<file path="config.mk">
export PLATFORM = sky130hd
export DESIGN_NAME = div_core_arbiter
export DESIGN_NICKNAME = d
export VERILOG_FILES = /design/src/rtl/div_core_arbiter.sv
export SDC_FILE = /design/constraint.sdc
export NUM_CORES = 1
export LEC_CHECK = 0
export ABC_AREA = 1
export CAP_MARGIN = 40
export CORE_ASPECT_RATIO = 0.6
export CORE_MARGIN = 2
export CORE_UTILIZATION = 34
export DETAILED_ROUTE_END_ITERATION = 10
export MAX_ROUTING_LAYER = met4
export PLACE_DENSITY_LB_ADDON = 0.25
export SETUP_SLACK_MARGIN = 0.5
export SLEW_MARGIN = 20
export SYNTH_ARGS = -nofsm -noshare
export SYNTH_HDL_FRONTEND = slang
export SYNTH_SLANG_ARGS = --single-unit
</file>
<file path="constraint.sdc">
create_clock -name clk -period 1.43 [get_ports clk]
set_clock_uncertainty 0.1 [all_clocks]
set_input_delay 0.286 -clock clk [delete_from_list [all_inputs] [get_ports clk]]
set_output_delay 0.286 -clock clk [all_outputs]
set_load 0.01 [all_outputs]
</file>
<file path="src/rtl/div_core_arbiter.sv">
// div_core_arbiter: round-robin sharing of one iterative unsigned divider core among NUM_REQ requesters
// Optional feature: define DIV_ARB_RESULT_CACHE_EN to answer a repeat of the last completed operands
// from a one-entry cache without starting the core.
// Ports: clk, rst (async, active-low);
//        req_valid/req_ready/req_dividend/req_divisor/req_flush - per-requester request side;
//        resp_valid/resp_ack/resp_quotient/resp_remainder/resp_div_zero - result held for the owner;
//        core_start/core_dividend/core_divisor/core_done/core_quotient/core_remainder/core_div_zero - core side.
module div_core_arbiter #(
   parameter int NUM_REQ    = 2,
   parameter int DATA_WIDTH = 32
) (
   input  logic                          clk,
   input  logic                          rst,
   input  logic [NUM_REQ-1:0]            req_valid,
   input  logic [NUM_REQ*DATA_WIDTH-1:0] req_dividend,
   input  logic [NUM_REQ*DATA_WIDTH-1:0] req_divisor,
   output logic [NUM_REQ-1:0]            req_ready,
   input  logic [NUM_REQ-1:0]            req_flush,
   output logic [NUM_REQ-1:0]            resp_valid,
   input  logic [NUM_REQ-1:0]            resp_ack,
   output logic [DATA_WIDTH-1:0]         resp_quotient,
   output logic [DATA_WIDTH-1:0]         resp_remainder,
   output logic                          resp_div_zero,
   output logic                          core_start,
   output logic [DATA_WIDTH-1:0]         core_dividend,
   output logic [DATA_WIDTH-1:0]         core_divisor,
   input  logic                          core_done,
   input  logic [DATA_WIDTH-1:0]         core_quotient,
   input  logic [DATA_WIDTH-1:0]         core_remainder,
   input  logic                          core_div_zero
);
   localparam int IW = $clog2(NUM_REQ);
   typedef enum logic [2:0] {IDLE, START, BUSY, HOLD, DRAIN} state_t;
   state_t                state, state_nxt;
   logic [IW-1:0]         rr_ptr, owner, grant;
   logic                  grant_vld, hit, flush_own, ack_own, accept, capture;
   logic [DATA_WIDTH-1:0] g_dividend, g_divisor;
   // first valid requester at or after the round-robin pointer, wrapping
   always_comb begin
      grant_vld = 1'b0;
      grant     = '0;
      for (int k = 0; k < NUM_REQ; k++)
         if (!grant_vld && req_valid[IW'((int'(rr_ptr) + k) % NUM_REQ)]) begin
            grant_vld = 1'b1;
            grant     = IW'((int'(rr_ptr) + k) % NUM_REQ);
         end
   end
   assign g_dividend = req_dividend[int'(grant)*DATA_WIDTH +: DATA_WIDTH];
   assign g_divisor  = req_divisor[int'(grant)*DATA_WIDTH +: DATA_WIDTH];
   assign flush_own  = req_flush[owner];
   assign ack_own    = resp_ack[owner];
   assign accept     = state == IDLE && grant_vld;
   // a flush landing together with core_done discards the result
   assign capture    = state == BUSY && core_done && !flush_own;
   // ready is gated by rst so it reads 0 while reset is held
   assign req_ready  = (rst && accept) ? NUM_REQ'(1) << grant : '0;
   assign resp_valid = state == HOLD ? NUM_REQ'(1) << owner : '0;
   assign core_start = state == START;
`ifdef DIV_ARB_RESULT_CACHE_EN
   logic                  cache_vld, cache_zero;
   logic [DATA_WIDTH-1:0] cache_dividend, cache_divisor, cache_quotient, cache_remainder;
   assign hit = cache_vld && cache_dividend == g_dividend && cache_divisor == g_divisor;
   always_ff @(posedge clk or negedge rst)
      if (!rst) begin
         cache_vld       <= 1'b0;
         cache_dividend  <= '0;
         cache_divisor   <= '0;
         cache_quotient  <= '0;
         cache_remainder <= '0;
         cache_zero      <= 1'b0;
      end else if (capture) begin
         cache_vld       <= 1'b1;
         cache_dividend  <= core_dividend;
         cache_divisor   <= core_divisor;
         cache_quotient  <= core_quotient;
         cache_remainder <= core_remainder;
         cache_zero      <= core_div_zero;
      end
`else
   assign hit = 1'b0;
`endif
   always_comb begin
      state_nxt = state;
      case (state)
         IDLE:    if (grant_vld) state_nxt = hit ? HOLD : START;
         START:   state_nxt = flush_own ? DRAIN : BUSY;
         BUSY:    if (core_done) state_nxt = flush_own ? IDLE : HOLD;
                  else if (flush_own) state_nxt = DRAIN;
         HOLD:    if (ack_own || flush_own) state_nxt = IDLE;
         DRAIN:   if (core_done) state_nxt = IDLE;
         default: state_nxt = IDLE;
      endcase
   end
   always_ff @(posedge clk or negedge rst)
      if (!rst) begin
         state          <= IDLE;
         rr_ptr         <= '0;
         owner          <= '0;
         core_dividend  <= '0;
         core_divisor   <= '0;
         resp_quotient  <= '0;
         resp_remainder <= '0;
         resp_div_zero  <= 1'b0;
      end else begin
         state <= state_nxt;
         if (accept) begin
            owner         <= grant;
            rr_ptr        <= (int'(grant) == NUM_REQ - 1) ? '0 : grant + 1'b1;
            core_dividend <= g_dividend;
            core_divisor  <= g_divisor;
         end
         if (capture) begin
            resp_quotient  <= core_quotient;
            resp_remainder <= core_remainder;
            resp_div_zero  <= core_div_zero;
         end
`ifdef DIV_ARB_RESULT_CACHE_EN
         else if (accept && hit) begin
            resp_quotient  <= cache_quotient;
            resp_remainder <= cache_remainder;
            resp_div_zero  <= cache_zero;
         end
`endif
      end
endmodule

</file>
Word-level counts from Yosys, hierarchy flattened
Cells that the tools add are included.
- output and inout bits: 134
- register bits: 134
- bits of input ports: 202
- word-level logic and storage cells: 58
- reduce and logical (&&, ||, !) cells: 10
- equality and inequality tests: 8
- multiplexer cells: 23
- magnitude comparators: 3
- add/subtract/negate cells: 2
- shift-type cells: 4
- operators by type and width (kind ; number):
    64-bit by 7-bit indexed part select with 32-bit output ; 2
    3-bit two-way mux ; 6
    3-bit one-hot mux with 5 select lines ; 1
    1-bit two-way mux ; 13
    3-bit by 2-bit == test with 1-bit output (second input constant) ; 2
    1-bit by 3-bit less-than comparator with 1-bit output (second input constant) ; 2
    2-bit two-way mux ; 3
    1-bit logical AND ; 5
    2-bit inequality test (second input constant) ; 2
    4-bit AND reduction ; 1
    1-bit by 1-bit << shifter with 2-bit output (first input constant) ; 2
    3-bit by 1-bit == test with 1-bit output (second input constant) ; 1
    3-bit == test (second input constant) ; 1
    3-bit logical NOT ; 1
    3-bit inequality test (second input constant) ; 1
    1-bit adder (second input constant) ; 2
    1-bit logical NOT ; 2
    1-bit by 2-bit less-than comparator with 1-bit output (second input constant) ; 1
    2-bit by 1-bit inequality test with 1-bit output (second input constant) ; 1
    1-bit logical OR ; 1

Longest topological paths before layout
- depth after elaboration: 10
- mapped depth: 8
- gate-level depth less buffers: 8

Worst setup path after synthesis
OpenSTA, ideal clock, no wires.
- kind: register to output
- start point: register state[0]
- end point: output req_ready[0]
- stages on the path, launching flop included: 8
- required time: 1044 ps
- setup slack: -250 ps
- data arrival time: 1294 ps
- path through: dfrtp_1 > nor2_4 > nand3_4 > nor2_2 > buf_4 > buf_4 > inv_2 > nor2_1
- cells in the longest elaborated chain, start to end: 4
- RTL lines (element ; RTL line ; text):
    from (decl) ; 34 ; state_t state, state_nxt;
    from (signal assigned) ; 105 ; state <= state_nxt;
    3-bit logical NOT ; 52 ; assign accept = state == IDLE && grant_vld;
    1-bit logical AND ; 52 ;
    1-bit logical AND ; 56 ; assign req_ready = (rst && accept) ? NUM_REQ'(1) << grant : '0;
    2-bit two-way mux ; 56 ;
    to (decl) ; 17 ; output logic [NUM_REQ-1:0] req_ready,
Every way passes these cells.

Worst setup path in the final report
- start point: register state[1]
- end point: output req_ready[0]
Same word-level chain as after synthesis.

==> impl_metrics.json <==
{
  "outcome": "complete, but fails checks",
  "failed_checks": "hold timing, setup timing",
  "crit_top_cell": "nor2_4",
  "end_kind": "output port",
  "vias": 6380,
  "postRouteAntennaNets": 0,
  "cts_buffers": 17,
  "dpl.hpwl_um": 14420,
  "io_pins": 336,
  "worst_ep_required_time_ns": 1.04,
  "r2r-end": "core_dividend[15]",
  "yosys_most_used_dff": "dfrtp_1",
  "worstMarginPinSlew_ns": 0.5708,
  "grt_pass1_vias": 6136,
  "async_reset_ff_frac": 1.000,
  "clk_latency_ns": 0.40,
  "reg2reg_from": "state[1]",
  "cpPeakStageDelay_ns": 0.42,
  "switchingPower_uw": 7030,
  "first_pass_iters": 5,
  "gp_congestion": 0.8379,
  "crit_type": "flop to output port",
  "synth_cell_types": 19,
  "combPwrFrac": 0.453,
  "relSlewSlack": 0.6194,
  "post_drt_via_cell_ratio": 4.684,
  "synthesis.area_um2": 5699,
  "p_seq_frac": 0.311,
  "powerDensity_nw_per_um2": 1862,
  "crit_arrival_ns": 1.47,
  "holdWs_ns": -0.1000,
  "synthToLayoutAreaGrowth_pct": 92.16,
  "die_area_um2": 17850,
  "fmax_mhz": 537.5,
  "nNetsFinal": 1323,
  "die_width_um": 171.1,
  "core_um2": 16310,
  "setup-tns-final_ns": -30.04,
  "rr_worst_depth": 9,
  "rows": 36,
  "p_leak_uw": 0.005562,
  "cts_buffer_depth": 2,
  "critPathLaunchType": "flop",
  "grt_overflow": 0,
  "hold_viol": 101,
  "p_sw_frac": 0.3446,
  "min_period_ns": 1.860,
  "tritoncts": "yes",
  "internal-power_uw": 13370,
  "wl_um": 22940,
  "drc_errors": 0,
  "synth_edf_count": 0,
  "r2r_setup_slack_ns": -0.35,
  "mostFrequentLayoutCells": "335 x nand2_1, 199 x clkdlybuf4s50_1, 133 x dfrtp_1",
  "setup_slack_ns": -0.4303,
  "diodes": 0,
  "grt_use_total": 0.2344,
  "mostFrequentLayoutCell": "nand2_1",
  "antenna_found_initial": 0,
  "worst-path-max-fanout": 3,
  "syn_nets": 882,
  "setup-violations-final": 136,
  "synth_seq_cells": 134,
  "drv_slew": 0,
  "critPathBufInv": 2,
  "io_buffers": 334,
  "drtIter0Drc": 341,
  "cts_root_buffer": "clkbuf_16",
  "hold_path_class": "input port to asynchronous set/reset pin",
  "crit_family": "simple AND/OR/NAND/NOR gates",
  "drv_cap": 0,
  "n_fill_cell": 1367,
  "drive_gt1_frac": 0.2875,
  "start_util": 0.3495,
  "min_period_over_period": 1.301,
  "pre_cts_slack_ns": -0.7197,
  "vdd_drop_max_mv": 0.8220,
  "path_cells": "nor2_4 > nand3_4 > nor2_4 > inv_4 > nor2_4 > buf_6",
  "crit_slowest_cell": "dfrtp_1",
  "synth_seq_area_share": 0.5884,
  "die_h_um": 104.3,
  "rsz0062_at_grt": "true",
  "clkTransAtPathRegs_ns": 0.06,
  "htreeDepth": 4,
  "grt_pass1_wl_um": 32060,
  "yosysWarningCount": 0,
  "synth_cells": 680,
  "wl_per_cell_um": 16.84,
  "cts_sinks": 134,
  "pwr-share-clk": 0.237,
  "synth.avg_cell_area_um2": 8.381,
  "grt_max_degree": 94,
  "cp-startpoint": "state[1]"
}
==> final cells by class <==
| type | instances | area [um^2] | share of cell area |
|---|---|---|---|
| Sequential cell | 134 | 3354 | 0.3063 |
| Tap cell | 228 | 285.3 | 0.02605 |
| Timing Repair Buffer | 462 | 4412 | 0.4028 |
| Inverter | 12 | 50.05 | 0.004570 |
| Multi-Input combinational cell | 494 | 2211 | 0.2019 |
| Clock buffer | 20 | 436.7 | 0.03987 |
| Clock inverter | 12 | 202.7 | 0.01851 |
==> sequential cells by signal, indices dropped and copies added (netlist names) <==
name	count
state	3
owner	1
core_divisor	32
core_dividend	32
resp_quotient	32
rr_ptr	1
resp_remainder	32
resp_div_zero	1
==> how the worst max path moves through the flow <==
stage | end | slack [ns] | depth (start not counted)
floorplan | req_ready[0] | -0.14 | 7
global placement | req_ready[1] | -0.68 | 4
detailed placement | core_dividend[15] | -0.72 | 6
CTS | req_ready[0] | -0.47 | 6
global route | req_ready[0] | -0.51 | 6
finish | req_ready[0] | -0.43 | 6
==> cells in the mapped netlist, types with 2 or more instances <==
master | instances | share of area
clkbuf_1 | 8 | 0.0053
nand3_1 | 134 | 0.12
dfrtp_1 | 134 | 0.59
buf_2 | 19 | 0.017
inv_2 | 3 | 0.0020
o21ai_0 | 2 | 0.0018
nor2_1 | 5 | 0.0033
inv_1 | 9 | 0.0059
nor2_4 | 2 | 0.0040
buf_4 | 14 | 0.018
nand2_1 | 342 | 0.23
==> cell families (layout without fill, tap and decap cells) <==
kind of cell	Yosys count	after routing	share of synthesized area
AND/OR/NAND/NOR	489	490	0.3594
AO/OA/AOI/OAI	4	4	0.003951
flip-flops	134	134	0.5884
buffers and inverters	53	506	0.04830
==> power by group through the flow <==
| stage | registers (uW) | clock network, uW | logic (uW) |
|---|---|---|---|
| 6_report | 6340 | 4830 | 9230 |
| 5_1_grt | 6510 | 5040 | 9990 |
| 4_1_cts | 6280 | 4910 | 8090 |
| 3_5_place_dp | 6250 | 0 | 8230 |
| 3_3_place_gp | 6240 | 0 | 8110 |
| 2_1_floorplan | 6910 | 0 | 2670 |
==> repair_timing <==
| item | 4_1_cts | 5_1_grt |
|---|---|---|
| gates resized for setup | 600 | 39 |
| cloned | 1 | 15 |
| pin swaps | 10 | 9 |
| endpoints found under the setup margin | 268 | 268 |
| setup buffers | 33 | 39 |
| hold endpoints to repair | 134 | 33 |
==> tightest hold or removal path: cells and delay by family <==
| family | cells | cell delay (ns) |
|---|---|---|
| buffers and inverters | 3 | 0.55 |
==> layer usage <==
metal | part of all wire | up-vias | track usage
met5 | 0 | - | -
met4 | 0.023 | 0 | 0.06780
met3 | 0.065 | 38 | 0.05327
met2 | 0.47 | 241 | 0.3813
met1 | 0.44 | 3042 | 0.2928
li1 | - | 3059 | -
==> per-stage QoR <==
step	hold WS [ns]	util	area (um^2)	total power (uW)	instances
5_1_grt	-0.03382	0.6717	10950	21540	1362
6_report	-0.1000	0.6717	10950	20400	1362
2_1_floorplan	-0.1096	-	5836	9574	680
3_5_place_dp	0.3571	0.5895	9612	14470	1242
4_1_cts	-0.04613	0.6242	10180	19280	1308
3_3_place_gp	0.3535	0.5895	9612	14350	1242
Power figures use the tool's default switching activity.
